### src/rtl/serv_dbg_ctrl_if.sv
// serv_dbg_ctrl_if: debug-module and core-side request/status signals for serv_dbg_ctrl
interface serv_dbg_ctrl_if;
  logic       i_haltreq;
  logic       i_resumereq;
  logic       i_ndmreset;
  logic       i_ackhavereset;
  logic       i_insn_done;
  logic       i_ebreak;
  logic       i_ebreakm;
  logic       i_step;
  logic       i_dret;
  logic       o_dbg_halt;
  logic       o_dbg_reset;
  logic       o_stall;
  logic       o_halted;
  logic       o_running;
  logic       o_resumeack;
  logic       o_havereset;
  logic [2:0] o_cause;
  modport master (
    output i_haltreq, i_resumereq, i_ndmreset, i_ackhavereset, i_insn_done,
           i_ebreak, i_ebreakm, i_step, i_dret,
    input  o_dbg_halt, o_dbg_reset, o_stall, o_halted, o_running, o_resumeack,
           o_havereset, o_cause
  );
  modport slave (
    input  i_haltreq, i_resumereq, i_ndmreset, i_ackhavereset, i_insn_done,
           i_ebreak, i_ebreakm, i_step, i_dret,
    output o_dbg_halt, o_dbg_reset, o_stall, o_halted, o_running, o_resumeack,
           o_havereset, o_cause
  );
endinterface

### src/rtl/serv_dbg_ctrl.sv
// serv_dbg_ctrl: debug-mode sequencer; halts, resumes, single-steps and resets the core on instruction boundaries
module serv_dbg_ctrl #(
  parameter int RST_CYCLES = 4
) (
  input logic             i_clk,
  input logic             i_rst,
  serv_dbg_ctrl_if.slave  dbg
);
  typedef enum logic [2:0] {RUN, HALT_PEND, HALTED, RESUME, STEP, NDMRST} state_t;
  localparam int CW = RST_CYCLES > 1 ? $clog2(RST_CYCLES) : 1;
  state_t        r_state, w_nxt;
  logic [CW-1:0] r_cnt;
  logic [2:0]    r_cause, w_cause;
  logic          r_dbg_halt, r_dbg_reset, r_stall, r_halted, r_running, r_resumeack, r_havereset;
  logic          w_brk;
  assign w_brk = dbg.i_insn_done & dbg.i_ebreak & dbg.i_ebreakm;
  // ebreak outranks haltreq, which outranks step, when picking the entry cause
  always_comb begin
    w_nxt   = r_state;
    w_cause = r_cause;
    case (r_state)
      RUN: begin
        if (w_brk) begin
          w_nxt   = HALTED;
          w_cause = 3'd1;
        end else if (dbg.i_haltreq) begin
          w_nxt   = dbg.i_insn_done ? HALTED : HALT_PEND;
          w_cause = dbg.i_insn_done ? 3'd3 : r_cause;
        end
      end
      HALT_PEND: if (dbg.i_insn_done) begin
        w_nxt   = HALTED;
        w_cause = w_brk ? 3'd1 : 3'd3;
      end
      HALTED: if (dbg.i_resumereq | (dbg.i_insn_done & dbg.i_dret)) begin
        w_nxt   = RESUME;
        w_cause = 3'd0;
      end
      RESUME: w_nxt = dbg.i_step ? STEP : RUN;
      STEP: if (dbg.i_insn_done) begin
        w_nxt   = HALTED;
        w_cause = w_brk ? 3'd1 : dbg.i_haltreq ? 3'd3 : 3'd4;
      end
      NDMRST: if (r_cnt == '0) w_nxt = dbg.i_haltreq ? HALT_PEND : RUN;
      default: w_nxt = RUN;
    endcase
    if (dbg.i_ndmreset) begin
      w_nxt   = NDMRST;
      w_cause = 3'd0;
    end
  end
  always_ff @(posedge i_clk) begin
    if (i_rst) begin
      r_state     <= RUN;
      r_cnt       <= '0;
      r_cause     <= 3'd0;
      r_dbg_halt  <= 1'b0;
      r_dbg_reset <= 1'b0;
      r_stall     <= 1'b0;
      r_halted    <= 1'b0;
      r_running   <= 1'b1;
      r_resumeack <= 1'b0;
      r_havereset <= 1'b1;
    end else begin
      r_state     <= w_nxt;
      r_cause     <= w_cause;
      r_cnt       <= dbg.i_ndmreset ? CW'(RST_CYCLES - 1) :
                     (r_state == NDMRST && r_cnt != '0) ? r_cnt - CW'(1) : r_cnt;
      r_dbg_halt  <= w_nxt == HALTED;
      r_dbg_reset <= w_nxt == NDMRST;
      r_stall     <= w_nxt == HALT_PEND || w_nxt == HALTED || w_nxt == NDMRST;
      r_halted    <= w_nxt == HALTED;
      r_running   <= w_nxt == RUN || w_nxt == HALT_PEND || w_nxt == RESUME || w_nxt == STEP;
      r_resumeack <= w_nxt == RESUME;
      r_havereset <= dbg.i_ndmreset ? 1'b1 : dbg.i_ackhavereset ? 1'b0 : r_havereset;
    end
  end
  assign dbg.o_dbg_halt  = r_dbg_halt;
  assign dbg.o_dbg_reset = r_dbg_reset;
  assign dbg.o_stall     = r_stall;
  assign dbg.o_halted    = r_halted;
  assign dbg.o_running   = r_running;
  assign dbg.o_resumeack = r_resumeack;
  assign dbg.o_havereset = r_havereset;
  assign dbg.o_cause     = r_cause;
endmodule

### src/flat_wrapper.sv
// flat-port wrapper written by rule: the top's interface ports become plain ports
module serv_dbg_ctrl_flat 
#(
  parameter int RST_CYCLES = 4
)
  (i_clk, i_rst, dbg_i_haltreq, dbg_i_resumereq, dbg_i_ndmreset, dbg_i_ackhavereset, dbg_i_insn_done, dbg_i_ebreak, dbg_i_ebreakm, dbg_i_step, dbg_i_dret, dbg_o_dbg_halt, dbg_o_dbg_reset, dbg_o_stall, dbg_o_halted, dbg_o_running, dbg_o_resumeack, dbg_o_havereset, dbg_o_cause);
  serv_dbg_ctrl_if dbg_i ();
  input logic i_clk;
  input logic i_rst;
  input wire logic [$bits(dbg_i.i_haltreq)-1:0] dbg_i_haltreq;
  input wire logic [$bits(dbg_i.i_resumereq)-1:0] dbg_i_resumereq;
  input wire logic [$bits(dbg_i.i_ndmreset)-1:0] dbg_i_ndmreset;
  input wire logic [$bits(dbg_i.i_ackhavereset)-1:0] dbg_i_ackhavereset;
  input wire logic [$bits(dbg_i.i_insn_done)-1:0] dbg_i_insn_done;
  input wire logic [$bits(dbg_i.i_ebreak)-1:0] dbg_i_ebreak;
  input wire logic [$bits(dbg_i.i_ebreakm)-1:0] dbg_i_ebreakm;
  input wire logic [$bits(dbg_i.i_step)-1:0] dbg_i_step;
  input wire logic [$bits(dbg_i.i_dret)-1:0] dbg_i_dret;
  output wire logic [$bits(dbg_i.o_dbg_halt)-1:0] dbg_o_dbg_halt;
  output wire logic [$bits(dbg_i.o_dbg_reset)-1:0] dbg_o_dbg_reset;
  output wire logic [$bits(dbg_i.o_stall)-1:0] dbg_o_stall;
  output wire logic [$bits(dbg_i.o_halted)-1:0] dbg_o_halted;
  output wire logic [$bits(dbg_i.o_running)-1:0] dbg_o_running;
  output wire logic [$bits(dbg_i.o_resumeack)-1:0] dbg_o_resumeack;
  output wire logic [$bits(dbg_i.o_havereset)-1:0] dbg_o_havereset;
  output wire logic [$bits(dbg_i.o_cause)-1:0] dbg_o_cause;
  assign dbg_i.i_haltreq = dbg_i_haltreq;
  assign dbg_i.i_resumereq = dbg_i_resumereq;
  assign dbg_i.i_ndmreset = dbg_i_ndmreset;
  assign dbg_i.i_ackhavereset = dbg_i_ackhavereset;
  assign dbg_i.i_insn_done = dbg_i_insn_done;
  assign dbg_i.i_ebreak = dbg_i_ebreak;
  assign dbg_i.i_ebreakm = dbg_i_ebreakm;
  assign dbg_i.i_step = dbg_i_step;
  assign dbg_i.i_dret = dbg_i_dret;
  assign dbg_o_dbg_halt = dbg_i.o_dbg_halt;
  assign dbg_o_dbg_reset = dbg_i.o_dbg_reset;
  assign dbg_o_stall = dbg_i.o_stall;
  assign dbg_o_halted = dbg_i.o_halted;
  assign dbg_o_running = dbg_i.o_running;
  assign dbg_o_resumeack = dbg_i.o_resumeack;
  assign dbg_o_havereset = dbg_i.o_havereset;
  assign dbg_o_cause = dbg_i.o_cause;
  serv_dbg_ctrl #(.RST_CYCLES(RST_CYCLES)) u_core (.i_clk(i_clk), .i_rst(i_rst), .dbg(dbg_i));
endmodule
### config.mk
export PLATFORM = sky130hd
export DESIGN_NAME = serv_dbg_ctrl_flat
export DESIGN_NICKNAME = d
export VERILOG_FILES = /design/src/rtl/serv_dbg_ctrl_if.sv /design/src/rtl/serv_dbg_ctrl.sv /design/src/flat_wrapper.sv
export SDC_FILE = /design/constraint.sdc
export NUM_CORES = 1
export LEC_CHECK = 0
export ABC_CLOCK_PERIOD_IN_PS = 1300
export CORE_MARGIN = 3
export CORE_UTILIZATION = 40
export CTS_CLUSTER_DIAMETER = 100
export DETAILED_ROUTE_END_ITERATION = 16
export GPL_ROUTABILITY_DRIVEN = 0
export PLACE_DENSITY = 0.82
export SYNTH_ARGS = -nofsm -noshare
export SYNTH_HDL_FRONTEND = slang
export SYNTH_SLANG_ARGS = --single-unit
### constraint.sdc
create_clock -name i_clk -period 1.3 [get_ports i_clk]
set_input_delay 0.26 -clock i_clk [delete_from_list [all_inputs] [get_ports i_clk]]
set_output_delay 0.26 -clock i_clk [all_outputs]
set_load 0.01 [all_outputs]
==> flow_summary.ini <==
[pwr]
ir_drop_uv = 591
power_density_nw_per_um2 = 950
leakagePower_nw = 0.507

[sta]
final.setup_skew_ps = 2.35
hold_ws_ps = 457
finalHoldViolCount = 0
worst_slack_ps = -18.1
maxSlewHeadroom_pct = 80.3
finalSetupViolCount = 2
tightest_slew_ps = 295
fmax_ghz = 0.759
maxSlewViolCount = 0
rsz0062_at_grt = true
fin_crit_ps = 1320
min_period_over_period_pct = 101

[die]
coreArea_sq_um = 1580
rows = 14
fp.dieW_um = 48.0
num_io_pins = 21
initial_utilization_pct = 44.8
die_h_um = 48.0
dieArea_sq_um = 2310

[synth]
syn_area_sq_um = 707
yosysWarnings = 0
avgSynthCellArea_sq_um = 8.73
syn-num-nets = 93
synth-seq-area-share_pct = 39.6
ys_seq_elements = 14
async_flop_share_pct = 0
synth-edff-count = 0
synth-main-ff-cell = dfxtp_1
synthCells = 81
ys_types = 29

[critical_path]
critPathBufInv = 1
worstSetupEndpointType = register
slowest_delay_ps = 340
r2r_slack_ps = -20
crit_family = compound AO/OA/AOI/OAI gates
cp_max_fo = 3
slowest_stage = dfxtp_2
start_kind = register
crit_type = register to register
critPathArrivalTime_ps = 1530
path_cells = inv_2, ha_4, and2b_1, o21ai_2, nand2_1, a31o_1, a21oi_1
cp_data_required_time_ps = 1510

[place]
io_buffer_count = 20
dp_hpwl_um = 1310
dp.cells = 126
dpl_cell_area_sq_um = 995

[clock_tree]
cts.root.buffer_cell = clkbuf_4
hold_buffers = 0
htree_levels = 1
clock_sinks = 14
cts_buffers = 3
cts.clk_slew.worst_paths_ps = 80
clk_path_buf_depth = 2
clk-insertion-delay-late_ps = 270
cts_tree = built

[detailed_routing]
remaining_drc_errors = 0
via_per_inst = 5.45
drt_iter0_markers = 5
drt-wirelength-per-cell_um = 14.0
dr.pass1.iters = 4
vias = 720
final_antenna_net_count = 0
wl_um = 1850

[layout]
final_util_pct = 72.3
fin_nets = 129
instances_no_fill = 132
syn_to_final_growth_pct = 61.2
design_area_sq_um = 1140
drive_above_1_share_pct = 40.5
n_fill_cell = 126
diodes = 0

[grt]
grt_max_degree = 9
antenna_found_initial = 0
grt_pass1_wl_um = 2540
grt_overflow_total = 0
grt.total_usage_pct = 16.0
grt_pass1_vias = 606

[run_status]
violations = negative setup slack
status = finished with violations

[job]
drv_cap = 0

[min_path]
hp-class = input port to register
through the flow:
| stage | setup TNS [ps] | power, mW | setup slack [ps] |
|---|---|---|---|
| 4_1_cts | -109 | 1.06 | -68.2 |
| 5_1_grt | -344 | 1.14 | -70.4 |
| 6_report | -29.2 | 1.08 | -18.1 |
| 3_5_place_dp | -3520 | 0.752 | -444 |
| 2_1_floorplan | 0 | 0.623 | 7.57 |
| 3_3_place_gp | -3090 | 0.743 | -393 |
worst reg2reg max path, delay by kind of cell, from the launching register on:
kind            cells  cell delay, ps
simple gates        2             260
compound gates      3             460
fa+ha+maj           1             150
buf+inv             1              40
flops               1             340
cells by family (layout without fill, tap and decap cells):
family / count (synthesis) / after routing / synth area share, %
compound gates: 21 / 21 / 19.1
xor+xnor: 2 / 2 / 2.48
fa+ha+maj: 1 / 1 / 1.77
buf+inv: 8 / 43 / 5.31
flops: 14 / 14 / 39.6
mux: 4 / 4 / 5.66
simple gates: 31 / 31 / 26.0
placed cells by master, fill, tap and decap left out, types with 2 or more instances in the layout:
cell type,count
inv_2,3
a21oi_1,5
nor2b_1,3
dfxtp_1,9
a21oi_2,2
and2b_1,2
nor2_1,4
nand3_1,2
buf_4,13
nor2b_2,3
dfxtp_4,3
nand2_1,5
mux2i_1,4
dlygate4sd2_1,14
o21ai_1,3
inv_1,3
clkbuf_4,3
clkdlybuf4s50_1,5
dfxtp_2,2
nor2_4,2
nand2b_4,2
area by class of cell:
type | instances | area [sq um] | area share (%)
multi-input cells | 59 | 484 | 42.5
flip-flops and latches | 14 | 294 | 25.8
repair buffers | 33 | 283 | 24.8
clock buffers | 4 | 36.3 | 3.18
inverters | 6 | 22.5 | 1.98
well taps | 16 | 20.0 | 1.76
cell usage after synthesis, types with 2 or more instances:
| cell | number | area share, % |
|---|---|---|
| mux2i_1 | 4 | 5.7 |
| inv_1 | 6 | 3.2 |
| nand2b_1 | 2 | 1.8 |
| and2b_1 | 2 | 2.1 |
| nor2b_1 | 6 | 5.3 |
| nand2_1 | 5 | 2.7 |
| o21ai_0 | 6 | 4.2 |
| a31oi_1 | 2 | 1.8 |
| a21oi_1 | 7 | 5.0 |
| nor2_2 | 2 | 1.8 |
| xnor2_1 | 2 | 2.5 |
| dfxtp_1 | 14 | 40 |
| buf_4 | 2 | 2.1 |
| nand3_1 | 2 | 1.4 |
| nor2_1 | 5 | 2.7 |
routing by layer:
layer  track usage [%]  part of all wire (%)  up-vias
li1                  -                     -      353
met1              20.7                    41      340
met2              25.3                    53       23
met3              4.51                   4.3        4
met4              5.38                   1.6        0
met5                 0                     0        -
report_power, final:
group          internal (mW)  leakage, nW  total (mW)  switching (mW)
Clock                  0.170       0.0210       0.300           0.130
Combinational          0.158        0.368       0.297           0.140
Sequential             0.459        0.118       0.485          0.0262
path summary, 6_finish.rpt:
| kind | start | to | cells past startpoint |
|---|---|---|---|
| worst max-delay path | u_core.r_cnt[1] | u_core.dbg.o_stall | 7 |
| worst min-delay path | dbg_i_ebreak | u_core.r_state[1] | 4 |
| worst max register to register | u_core.r_cnt[1] | u_core.dbg.o_stall | 7 |
| worst min register to register | u_core.dbg.o_cause[0] | u_core.dbg.o_cause[0] | 2 |
repair_timing:
item | 4_1_cts | 5_1_grt
pin swaps | 11 | 11
setup buffers | 0 | 2
setup endpoints to repair | 17 | 7
resized for setup | 32 | 17
gates cloned | 0 | 0
sequential cells by signal (all words and copies together), names as in the netlist:
register / cells
u_core.dbg.o_havereset: 1
u_core.dbg.o_dbg_reset: 1
u_core.r_cnt: 2
u_core.r_state: 3
u_core.dbg.o_running: 1
u_core.dbg.o_stall: 1
u_core.dbg.o_cause: 3
u_core.dbg.o_resumeack: 1
u_core.dbg.o_dbg_halt: 1
No activity file was read; power rests on OpenSTA's default activity.
